==> src/rtl/lvds_rx_stream_arbiter.sv <==
// Merges the RX09 and RX24 LVDS sample streams into the shared RX FIFO.
// Each source has a 2-entry buffer, and the two buffers are drained round-robin.

module lvds_rx_src_buf #(
    parameter int CNT_W = 16
) (
    input  logic             i_clk,
    input  logic             i_rst,
    input  logic             i_en,
    input  logic             i_push,
    input  logic [31:0]      i_data,
    input  logic             i_pop,
    input  logic             i_cnt_clear,
    output logic [31:0]      o_head,
    output logic             o_nempty,
    output logic [CNT_W-1:0] o_ovf_cnt
);
    logic [31:0]      r_d0, r_d1;
    logic [1:0]       r_cnt;
    logic [CNT_W-1:0] r_ovf;
    logic             w_push, w_ovf;

    assign w_push    = i_push & i_en;
    // A pop on the same cycle frees a slot, so only a push without a pop overflows.
    assign w_ovf     = w_push & (r_cnt == 2'd2) & ~i_pop;
    assign o_head    = r_d0;
    assign o_nempty  = (r_cnt != 2'd0);
    assign o_ovf_cnt = r_ovf;

    always_ff @(posedge i_clk) begin
        if (i_rst) begin
            r_d0  <= '0;
            r_d1  <= '0;
            r_cnt <= '0;
            r_ovf <= '0;
        end else begin
            if (!i_en) begin
                r_cnt <= '0;
            end else begin
                case ({w_push, i_pop})
                    2'b10: begin
                        if (r_cnt == 2'd0) begin
                            r_d0  <= i_data;
                            r_cnt <= 2'd1;
                        end else if (r_cnt == 2'd1) begin
                            r_d1  <= i_data;
                            r_cnt <= 2'd2;
                        end
                    end
                    2'b01: begin
                        r_d0  <= r_d1;
                        r_cnt <= r_cnt - 2'd1;
                    end
                    2'b11: begin
                        if (r_cnt == 2'd1) begin
                            r_d0 <= i_data;
                        end else begin
                            r_d0 <= r_d1;
                            r_d1 <= i_data;
                        end
                    end
                    default: ;
                endcase
            end
            if (i_cnt_clear)
                r_ovf <= {{(CNT_W-1){1'b0}}, w_ovf};
            else if (w_ovf && (r_ovf != {CNT_W{1'b1}}))
                r_ovf <= r_ovf + 1'b1;
        end
    end
endmodule

module lvds_rx_stream_arbiter #(
    parameter int TAG_EN = 1,
    parameter int CNT_W  = 16
) (
    input  logic             i_clk,
    input  logic             i_rst,
    input  logic [1:0]       i_mode,
    input  logic             i_cnt_clear,
    input  logic             i_rx09_push,
    input  logic [31:0]      i_rx09_data,
    input  logic             i_rx24_push,
    input  logic [31:0]      i_rx24_data,
    input  logic             i_fifo_full,
    output logic             o_fifo_push,
    output logic [31:0]      o_fifo_data,
    output logic [CNT_W-1:0] o_ovf09_cnt,
    output logic [CNT_W-1:0] o_ovf24_cnt,
    output logic             o_last_src,
    output logic [1:0]       o_debug_state
);
    logic        r_push, r_last;
    logic [31:0] r_data;
    logic [31:0] w_head09, w_head24, w_word;
    logic        w_ne09, w_ne24, w_el09, w_el24, w_gnt09, w_gnt24;

    lvds_rx_src_buf #(.CNT_W(CNT_W)) u_buf09 (
        .i_clk(i_clk), .i_rst(i_rst), .i_en(i_mode[0]),
        .i_push(i_rx09_push), .i_data(i_rx09_data), .i_pop(w_gnt09),
        .i_cnt_clear(i_cnt_clear), .o_head(w_head09), .o_nempty(w_ne09),
        .o_ovf_cnt(o_ovf09_cnt)
    );

    lvds_rx_src_buf #(.CNT_W(CNT_W)) u_buf24 (
        .i_clk(i_clk), .i_rst(i_rst), .i_en(i_mode[1]),
        .i_push(i_rx24_push), .i_data(i_rx24_data), .i_pop(w_gnt24),
        .i_cnt_clear(i_cnt_clear), .o_head(w_head24), .o_nempty(w_ne24),
        .o_ovf_cnt(o_ovf24_cnt)
    );

    assign w_el09 = i_mode[0] & w_ne09 & ~i_fifo_full;
    assign w_el24 = i_mode[1] & w_ne24 & ~i_fifo_full;
    // On a tie the source that did not win last time gets the grant.
    assign w_gnt09 = w_el09 & (~w_el24 | r_last);
    assign w_gnt24 = w_el24 & (~w_el09 | ~r_last);

    always_comb begin
        w_word = w_gnt24 ? w_head24 : w_head09;
        if ((TAG_EN != 0) && (i_mode == 2'b11))
            w_word[30] = w_gnt24;
    end

    always_ff @(posedge i_clk) begin
        if (i_rst) begin
            r_push <= 1'b0;
            r_data <= '0;
            r_last <= 1'b1;
        end else begin
            r_push <= w_gnt09 | w_gnt24;
            if (w_gnt09 | w_gnt24) begin
                r_data <= w_word;
                r_last <= w_gnt24;
            end
        end
    end

    assign o_fifo_push   = r_push;
    assign o_fifo_data   = r_data;
    assign o_last_src    = r_last;
    assign o_debug_state = {w_ne24, w_ne09};
endmodule

==> config.mk <==
export PLATFORM = sky130hd
export DESIGN_NAME = lvds_rx_stream_arbiter
export DESIGN_NICKNAME = d
export VERILOG_FILES = /design/src/rtl/lvds_rx_stream_arbiter.sv
export SDC_FILE = /design/constraint.sdc
export NUM_CORES = 1
export LEC_CHECK = 0
export BUFFER_PORTS_ARGS = -buffer_cell sky130_fd_sc_hd__buf_2
export CAP_MARGIN = 20
export CORE_MARGIN = 5
export CORE_UTILIZATION = 51
export CTS_CLUSTER_DIAMETER = 200
export DETAILED_ROUTE_END_ITERATION = 10
export GPL_TIMING_DRIVEN = 0
export HOLD_SLACK_MARGIN = 0.05
export PLACE_DENSITY_LB_ADDON = 0.12
export REMOVE_ABC_BUFFERS = 1
export SLEW_MARGIN = 40
export SYNTH_ARGS = -nofsm -noshare
export SYNTH_HDL_FRONTEND = slang
export SYNTH_SLANG_ARGS = --single-unit
==> constraint.sdc <==
create_clock -name i_clk -period 3.25 [get_ports i_clk]
set_clock_uncertainty 0.2 [all_clocks]
set_input_delay 0.325 -clock i_clk [delete_from_list [all_inputs] [get_ports i_clk]]
set_output_delay 0.325 -clock i_clk [all_outputs]
set_load 0.02 [all_outputs]
# After elaboration in Yosys (flattened, before gate mapping)

Index checks and enable logic that the tools add are counted.
Widths: inputs -> output; s select.

Output and inout bits: 68
Input bits: 72
Register bits: 198
Logic and storage cells: 108

Bitwise operators: 23
Equality and inequality tests: 21
Mux-type cells: 24
Reductions and logical operators: 23
Add/subtract/negate cells: 4

Operators with widths:

| operator              | number |
|---|---|
| $mux 32               | 9 |
| $pmux 32 s3           | 2 |
| $pmux 32 s2           | 2 |
| $add 16x1->16 const B | 2 |
| $ne 16x16->1 const B  | 2 |
| $reduce_bool 2->1     | 8 |
| $eq 2x2->1 const B    | 7 |
| $and 1x1->1           | 12 |
| $eq 2x1->1 const B    | 4 |
| $mux 2                | 4 |
| $ne 2x2->1 const B    | 4 |
| $not 1->1             | 8 |
| $pmux 2 s2            | 2 |
| $reduce_and 4->1      | 2 |
| $ne 3x1->1 const B    | 2 |
| $reduce_and 3->1      | 2 |
| $reduce_bool 3->1     | 2 |
| $reduce_or 2->1       | 3 |
| $mux 1                | 5 |
| $logic_not 2->1       | 2 |
| $ne 2x1->1 const B    | 2 |
| $reduce_and 2->1      | 2 |
| $sub 2x1->2 const B   | 2 |
| $or 1x1->1            | 3 |
| $logic_and 1x1->1     | 2 |

# Depth between registers and ports, before layout

Gate-level depths: netlist of run 1.

Word-level depth: 11
Depth in mapped cells: 13

# By module

A second synthesis of run 1 with hierarchy kept.

Cell total of the unflattened synthesis: 1034
Area, all modules: 8798.4 µm²

By module, submodules not included:

| module                 | area an instance (µm²) | cells each | instances |
|---|---|---|---|
| lvds_rx_src_buf        | 3552.2                 | 413        | 2 |
| lvds_rx_stream_arbiter | 1694.1                 | 208        | 1 |

# Worst setup path before layout of run 1

Ideal clock, no wire load.

Path kind: reg2reg
From: reg u_buf09.r_cnt[0]
To: reg u_buf24.r_d1[10]
Data arrival time: 2.761 ns
Path slack: 0.219 ns
Period minus slack after synthesis: 3.031 ns
Cell stages (with the launch flop): 14
Library setup time: 0.070 ns
Cells stage by stage: dfxtp_1 -> inv_1 -> ha_1 -> clkbuf_1 -> nand3b_1 -> nand2_1 -> clkbuf_1 -> inv_1 -> ha_1 -> xnor2_1 -> a211oi_1 -> clkbuf_1 -> nand2_1 -> a21oi_1

Word-level cells in the longest chain between the ends: 9

RTL lines:

| element                                                          | line | source |
|---|---|---|
| start, declared                                                  | 19   | `logic [1:0] r_cnt;` |
| start signal, assigned                                           | 52   | `r_cnt <= r_cnt - 2'd1;` |
| $reduce_bool 2->1 (*)                                            | 27   | `assign o_nempty = (r_cnt != 2'd0);` |
| $and 1x1->1 (*) (2 in series)                                    | 112  | `assign w_el09 = i_mode[0] & w_ne09 & ~i_fifo_full;` |
| $not 1->1 (*)                                                    | 116  | `assign w_gnt24 = w_el24 & (~w_el09 \| ~r_last);` |
| $or 1x1->1 (*)                                                   | 116  |  |
| $and 1x1->1 (*)                                                  | 116  |  |
| via u_buf24.i_pop                                                | 12   | `input logic i_pop,` |
| $eq 2x2->1                                                       | 40   | `case ({w_push, i_pop})` |
| $ne 2x2->1 (no line) / $reduce_bool 2->1 (equally long branches) | n/a  |  |
| $reduce_and 4->1 (no line)                                       | n/a  |  |
| end signal, assigned                                             | 46   | `r_d1 <= i_data;` |
| end signal, assigned                                             | 59   | `r_d1 <= i_data;` |
| end, declared                                                    | 18   | `logic [31:0] r_d0, r_d1;` |

Mark *: on every way through the listed nets, which the timed path passes. The rest lies on a longest branch.
A chain may end at the register's enable or synchronous reset.

# Worst setup path after layout of run 1

From: reg u_buf24.r_cnt[0]
To: reg u_buf09.r_d1[1]

Word-level cells in the longest chain between the ends: 9

RTL lines:

| element                                                          | line | source |
|---|---|---|
| start, declared                                                  | 19   |  |
| start signal, assigned                                           | 52   |  |
| $reduce_bool 2->1 (*)                                            | 27   |  |
| $and 1x1->1 (*) (2 in series)                                    | 113  | `assign w_el24 = i_mode[1] & w_ne24 & ~i_fifo_full;` |
| $not 1->1 (*)                                                    | 115  | `assign w_gnt09 = w_el09 & (~w_el24 \| r_last);` |
| $or 1x1->1 (*)                                                   | 115  |  |
| $and 1x1->1 (*)                                                  | 115  |  |
| $eq 2x2->1                                                       | 40   |  |
| $ne 2x2->1 (no line) / $reduce_bool 2->1 (equally long branches) | n/a  |  |
| $reduce_and 4->1 (no line)                                       | n/a  |  |
| end signal, assigned                                             | 46   |  |
| end signal, assigned                                             | 59   |  |
| end, declared                                                    | 18   |  |

Mark *: on every way between the ends. The rest lies on a longest branch, timed or not.

==> results of run 1 <==
==> layout make-up <==
class / instances / share of cell area
Sequential cell: 198 / 0.3593
Tap cell: 220 / 0.02495
Inverter: 19 / 0.006466
Clock inverter: 12 / 0.01066
Clock buffer: 19 / 0.04015
Timing Repair Buffer: 236 / 0.1565
Multi-Input combinational cell: 763 / 0.4019
==> logic make-up (layout without fill, tap and decap cells) <==
| group | count (synthesis) | after routing | synth area share |
|---|---|---|---|
| AO/OA/AOI/OAI | 290 | 290 | 0.2150 |
| XOR/XNOR | 2 | 2 | 0.002036 |
| adder cells (fa/ha/maj) | 16 | 16 | 0.02326 |
| buffers and inverters | 99 | 286 | 0.04710 |
| flip-flops | 198 | 198 | 0.4605 |
| multiplexers | 15 | 15 | 0.01744 |
| AND/OR/NAND/NOR | 439 | 440 | 0.2346 |
==> metal layers <==
layer	part of all wire	vias to the layer above	wire length (um)
li1	-	4130	-
met3	0.065	31	1587
met1	0.42	3916	10300
met2	0.50	231	12250
met5	0	-	0
met4	0.018	0	444
==> power by group <==
| group | leakage, nW | switching (mW) | internal, mW |
|---|---|---|---|
| logic | 2.30 | 0.232 | 0.191 |
| clock network | 0.269 | 0.959 | 1.09 |
| registers | 1.60 | 0.0303 | 2.48 |
| total | 4.17 | 1.22 | 3.76 |
==> cell usage after synthesis, types with 13 or more instances <==
master      n
a21oi_1    86
nand2_1   255
inv_1      19
mux2i_1    15
ha_1       16
buf_2      14
o21ai_0    65
a311oi_1   31
or4_1      13
nand3_1    52
clkbuf_1   59
dfxtp_1   198
nor2_1     39
nand4_1    14
a22oi_1    64
==> layout by cell type (no fill, tap or decap), types with 31 or more instances in the layout <==
| master | n |
|---|---|
| o21ai_0 | 65 |
| a22oi_1 | 64 |
| nand2_1 | 254 |
| nand3_1 | 50 |
| a21oi_1 | 85 |
| dlygate4sd3_1 | 65 |
| buf_2 | 139 |
| dfxtp_1 | 198 |
| a311oi_1 | 31 |
| nor2_1 | 38 |
==> tightest hold or removal path, stage by stage <==
cell and delay (ps):
buf_2 180, nand2b_1 120, a21oi_1 40
==> path summary, 6_finish.rpt <==
path	from	end
hold reg to reg	u_buf24.o_head[16]	u_buf24.o_head[16]
setup / recovery	u_buf24.r_cnt[0]	u_buf09.r_d1[1]
hold / removal	i_mode[1]	u_buf24.r_cnt[0]
setup reg to reg	u_buf24.r_cnt[0]	u_buf09.r_d1[1]
==> through the flow <==
| stage | instance area (um^2) | total power, mW | hold WS, ps | setup slack (ps) | setup TNS [ps] |
|---|---|---|---|---|---|
| final | 11030 | 4.978 | 88.41 | 146.7 | 0 |
| after global routing | 11030 | 5.158 | 96.54 | -7.802 | -7.802 |
| after detailed placement | 9646 | 2.912 | 242.1 | -678.9 | -41390 |
| after CTS | 10920 | 4.993 | 65.69 | 60.24 | 0 |
| after floorplan | 8273 | 2.723 | 194.1 | -2303 | -177270 |
| after global placement | 9244 | 2.878 | 232.5 | -5002 | -473670 |
==> state kept, by name (all words and copies together) (netlist names) <==
signal and cells:
o_fifo_data 32, o_fifo_push 1, o_last_src 1, u_buf09.o_head 32, u_buf09.o_ovf_cnt 16, u_buf09.r_cnt 2, u_buf09.r_d1 32, u_buf24.o_head 32
u_buf24.o_ovf_cnt 16, u_buf24.r_cnt 2, u_buf24.r_d1 32
==> what timing repair did <==
action	4_1_cts	5_1_grt
hold buffers	65	0
pin swaps	2	5
gates cloned	0	1
resized for setup	7	3
setup endpoints to repair	111	115
buffers inserted	3	7
endpoints found under the hold margin	127	0
==> flow_summary.ini, run 1 <==
[run_status]
status = completed

[min_path]
worstHoldPathType = in2reg
min_delay_path_depth = 3

[synthesis]
ys_async_sr_fraction = 0
synthDistinctLibCells = 58
mappedNetlistArea_mm2 = 0.008607
syn_inst = 1059
synth.area.top_cells = dfxtp_1, nand2_1, a22oi_1, a21oi_1, o21ai_0
synth-edff-count = 0
yosysWarnings = 0
synth_top_cell_by_area = dfxtp_1
ys.flop_type = dfxtp_1
synth_top_area_share = 0.4605
synth.avg_cell_area_um2 = 8.127
seq_area_frac_synth = 0.4605
ys_ff_latch = 198

[global_route]
grt_pass1_wl_um = 38850
grt_overflow_total = 0
top_usage_layer = met2
met3_usage = 0.05351
first_global_vias = 7751
grt_max_degree = 85
grtUsageMet1 = 0.2984
use_met2 = 0.4262
track_usage = 0.2431
antenna_found_initial = 0

[run]
maxCapViolCount = 0

[drt]
vias_per_cell = 5.663
routed_wl_um = 24580
via_count = 8308
wl_per_cell_um = 16.76
drt_iter0_markers = 464
final_antenna_net_count = 0
dr.pass1.iters = 5
drc = 0

[clock_network]
cts-root-buf = clkbuf_16
clkSlewWorstSetupHoldPaths_ps = 70
clockBufferDepth = 2
tritoncts = built
cts_buffers = 17
clk_latency_ps = 430
cts_sinks = 198
cts-htree-levels = 4

[place]
finalWeightedCongestion = 0.8571
dpl.cell_count = 1360
dp_hpwl_um = 16200
portBuffers = 139

[floorplan]
core_area_mm2 = 0.01658
die_area_mm2 = 0.01957
rows = 47
die_w_um = 139.9
start_util = 0.5190
die_h_um = 139.9
ioPinCount = 140

[cells_and_area]
fill_cells = 1454
multi_input_area_mm2 = 0.004433
stdcell_count = 1467
post-route-util = 0.6652
drive_gt1_frac = 0.1852
diodes = 0
final_nets = 1323
synthToLayoutAreaGrowth_pct = 28.16
seq_area_mm2 = 0.003964

[sta]
setup_violations = 0
max_slew_margin = 0.4408
hold_violations = 0
post-route-period-util = 0.9549
max_freq_ghz = 0.3222
finalMaxSlewViolations = 0
min_period_ps = 3103
worstMarginPinSlew_ps = 831.8

[setup_path]
worstSetupPathDepth = 10
critPathRequiredTime_ps = 3410
cp_top_family = simple AND/OR/NAND/NOR gates
critPathKind = reg2reg
cp_slowest_stage_delay_ps = 570
r2r_slack_ps = 150
critPathBufInv = 2
rr_worst_depth = 10
crit_chain = inv_1 > ha_2 > or3b_2 > nand2_1 > inv_1 > ha_1 > xnor2_1 > a211o_4 > nand2_1 > a21oi_1
cp-start-kind = register
cp_data_arrival_time_ps = 3270
cp-end-kind = register
cp_max_fo = 32
critPathSlowestCell = or3b_2

[pwr]
powerDensity_mw_per_mm2 = 451.3
p_leak_nw = 4.172
vdd_drop_max_v = 0.0003778
(Power assumes the default switching activity.)
==> inputs of run 2 (changes only) <==
--- a/config.mk
+++ b/config.mk
@@ -13,7 +13,7 @@
 export DETAILED_ROUTE_END_ITERATION = 10
 export GPL_TIMING_DRIVEN = 0
 export HOLD_SLACK_MARGIN = 0.05
-export PLACE_DENSITY_LB_ADDON = 0.12
+export PLACE_DENSITY = 0.77
 export REMOVE_ABC_BUFFERS = 1
 export SLEW_MARGIN = 40
 export SYNTH_ARGS = -nofsm -noshare
==> run 2 against run 1 <==
  * Global-route usage rose by 1.6 points
  * Via count rose by 4.9%
  * Sequential share of layout area fell by 0.32 points
  * Worst hold slack got worse by 18 ps
  * Maximum frequency fell by 1.8%
  * Register-to-register slack got worse by 60 ps
  * Highest routed layer unchanged
  * Critical path type unchanged
  * First-iteration DRC count rose by 65%
  * Non-clock buffer count rose by 2
  * Cell count rose by 0.34%
  * Critical path depth fell by 1
  * Count of clock-buffer cells in the layout rose by 1
  * Clock power rose by 3%
==> flow_summary.ini, run 2 (same netlist as run 1, synthesis figures left out) <==
[setup_path]
critPathKind = reg2reg
rr_worst_depth = 9
critPathRequiredTime_ps = 3400
reg2reg_from = u_buf09.r_cnt[0]
cp-start-kind = register
cp_max_fo = 12
r2r_slack_ps = 90
r2r-end = u_buf09.o_head[20]
cp-end-kind = register
cp_data_arrival_time_ps = 3310

[sta]
finalMaxSlewViolations = 0
max_slew_margin = 0.5102
tns_ps = 0
hold_violations = 0
worstMarginPinSlew_ps = 734.0
setup_violations = 0
post-route-period-util = 0.9722
min_period_ps = 3160
holdWs_ps = 70.54
max_freq_ghz = 0.3165

[cells_and_area]
fill_cells = 1353
drive_gt1_frac = 0.1909
final_nets = 1327
post-route-util = 0.6711
diodes = 0
final_cell_mix = nand2_1, dfxtp_1, buf_2, a21oi_1, o21ai_0
synthToLayoutAreaGrowth_pct = 29.31
mostFrequentLayoutCell = nand2_1
stdcell_count = 1472

[floorplan]
core_area_mm2 = 0.01658
start_util = 0.5190
rows = 47
die_h_um = 139.9
die_w_um = 139.9
ioPinCount = 140
die_area_mm2 = 0.01957

[drt]
dr.pass1.iters = 6
via_count = 8714
vias_per_cell = 5.920
final_antenna_net_count = 0
wl_per_cell_um = 18.16
highest_layer = met4
drc = 0
wl_met3_um = 1952
m1WireLength_um = 10820
routed_wl_um = 26730
dr_wl_met2_um = 13020
drt_iter0_markers = 764

[pwr]
vdd_drop_max_v = 0.0003748
powerDensity_mw_per_mm2 = 455.9
p_leak_nw = 4.216

[clock_network]
cts_buffers = 17
cts_sinks = 198
cts-htree-levels = 4
tritoncts = built
clk_latency_ps = 440
cts-root-buf = clkbuf_16
clockBufferDepth = 2
clkSlewWorstSetupHoldPaths_ps = 70

[place]
dp_hpwl_um = 16560
dpl.cell_count = 1361
portBuffers = 139
finalWeightedCongestion = 0.8545

[min_path]
hold_start = i_rst
holdPathEnd = u_buf09.r_d1[21]
min_delay_path_depth = 2
worstHoldPathType = in2reg

[global_route]
track_usage = 0.2595
grt_pass1_wl_um = 41900
antenna_found_initial = 0
first_global_vias = 8243
grt_max_degree = 63
grt_overflow_total = 0

[run]
maxCapViolCount = 0

[run_status]
status = completed
-- run 2: metrics by stage --
stage | worst slack (ps) | power, mW | cell area, um^2
6_report | 90.22 | 5.074 | 11130
5_1_grt | -11.26 | 5.235 | 11130
3_5_place_dp | -896.6 | 2.913 | 9653
2_1_floorplan | -2303 | 2.723 | 8273
4_1_cts | 63.54 | 5.058 | 11000
3_3_place_gp | -5377 | 2.874 | 9244
-- run 2: how the worst max path moves through the flow --
stage / to / startpoint / depth (start not counted)
after floorplan: u_buf24.r_d1[0] / u_buf24.r_cnt[0] / 8
after CTS: u_buf09.o_head[10] / u_buf09.r_cnt[0] / 10
after global placement: u_buf24.r_d1[1] / u_buf24.r_cnt[0] / 8
after detailed placement: u_buf24.o_head[6] / u_buf24.r_cnt[0] / 13
final: u_buf09.o_head[20] / u_buf09.r_cnt[0] / 9
after global routing: u_buf24.o_head[23] / u_buf24.r_cnt[0] / 13
-- run 2: layout make-up --
class                           count  area, um^2  area share
Multi-Input combinational cell    765        4492      0.4036
Sequential cell                   198        3964      0.3562
Timing Repair Buffer              238        1748      0.1571
Clock buffer                       20       436.7     0.03924
Tap cell                          220       275.3     0.02473
Clock inverter                     12       142.6     0.01282
Inverter                           19       71.32    0.006408
-- run 2: where the power goes --
group / total, mW / switching [mW] / internal, mW
registers: 2.51 / 0.0301 / 2.48
clock network: 2.12 / 0.968 / 1.15
logic: 0.445 / 0.248 / 0.197
total: 5.07 / 1.25 / 3.83
-- run 2: timing repair --
item / CTS / global route
hold buffers: 64 / 0
resized for setup: 9 / 8
endpoints found under the setup margin: 130 / 106
hold endpoints to repair: 125 / 0
setup buffers: 7 / 5
gates cloned: 1 / 2
pin swaps: 6 / 5
-- run 2: per-layer routing --
layer  global-route usage  vias to the layer above
met5                    0                        -
met4               0.1091                        0
met3              0.04635                       70
met2               0.4343                      376
met1               0.3310                     4125
li1                     -                     4143
-- run 2: critical path: stages, from the launching register on --
cell      delay, ps
dfxtp_1         380
inv_1           110
ha_4            200
nor3b_4         490
nand2_1         210
ha_1            310
nand2b_1        200
nand4b_1        420
buf_4           360
o21ai_0         200
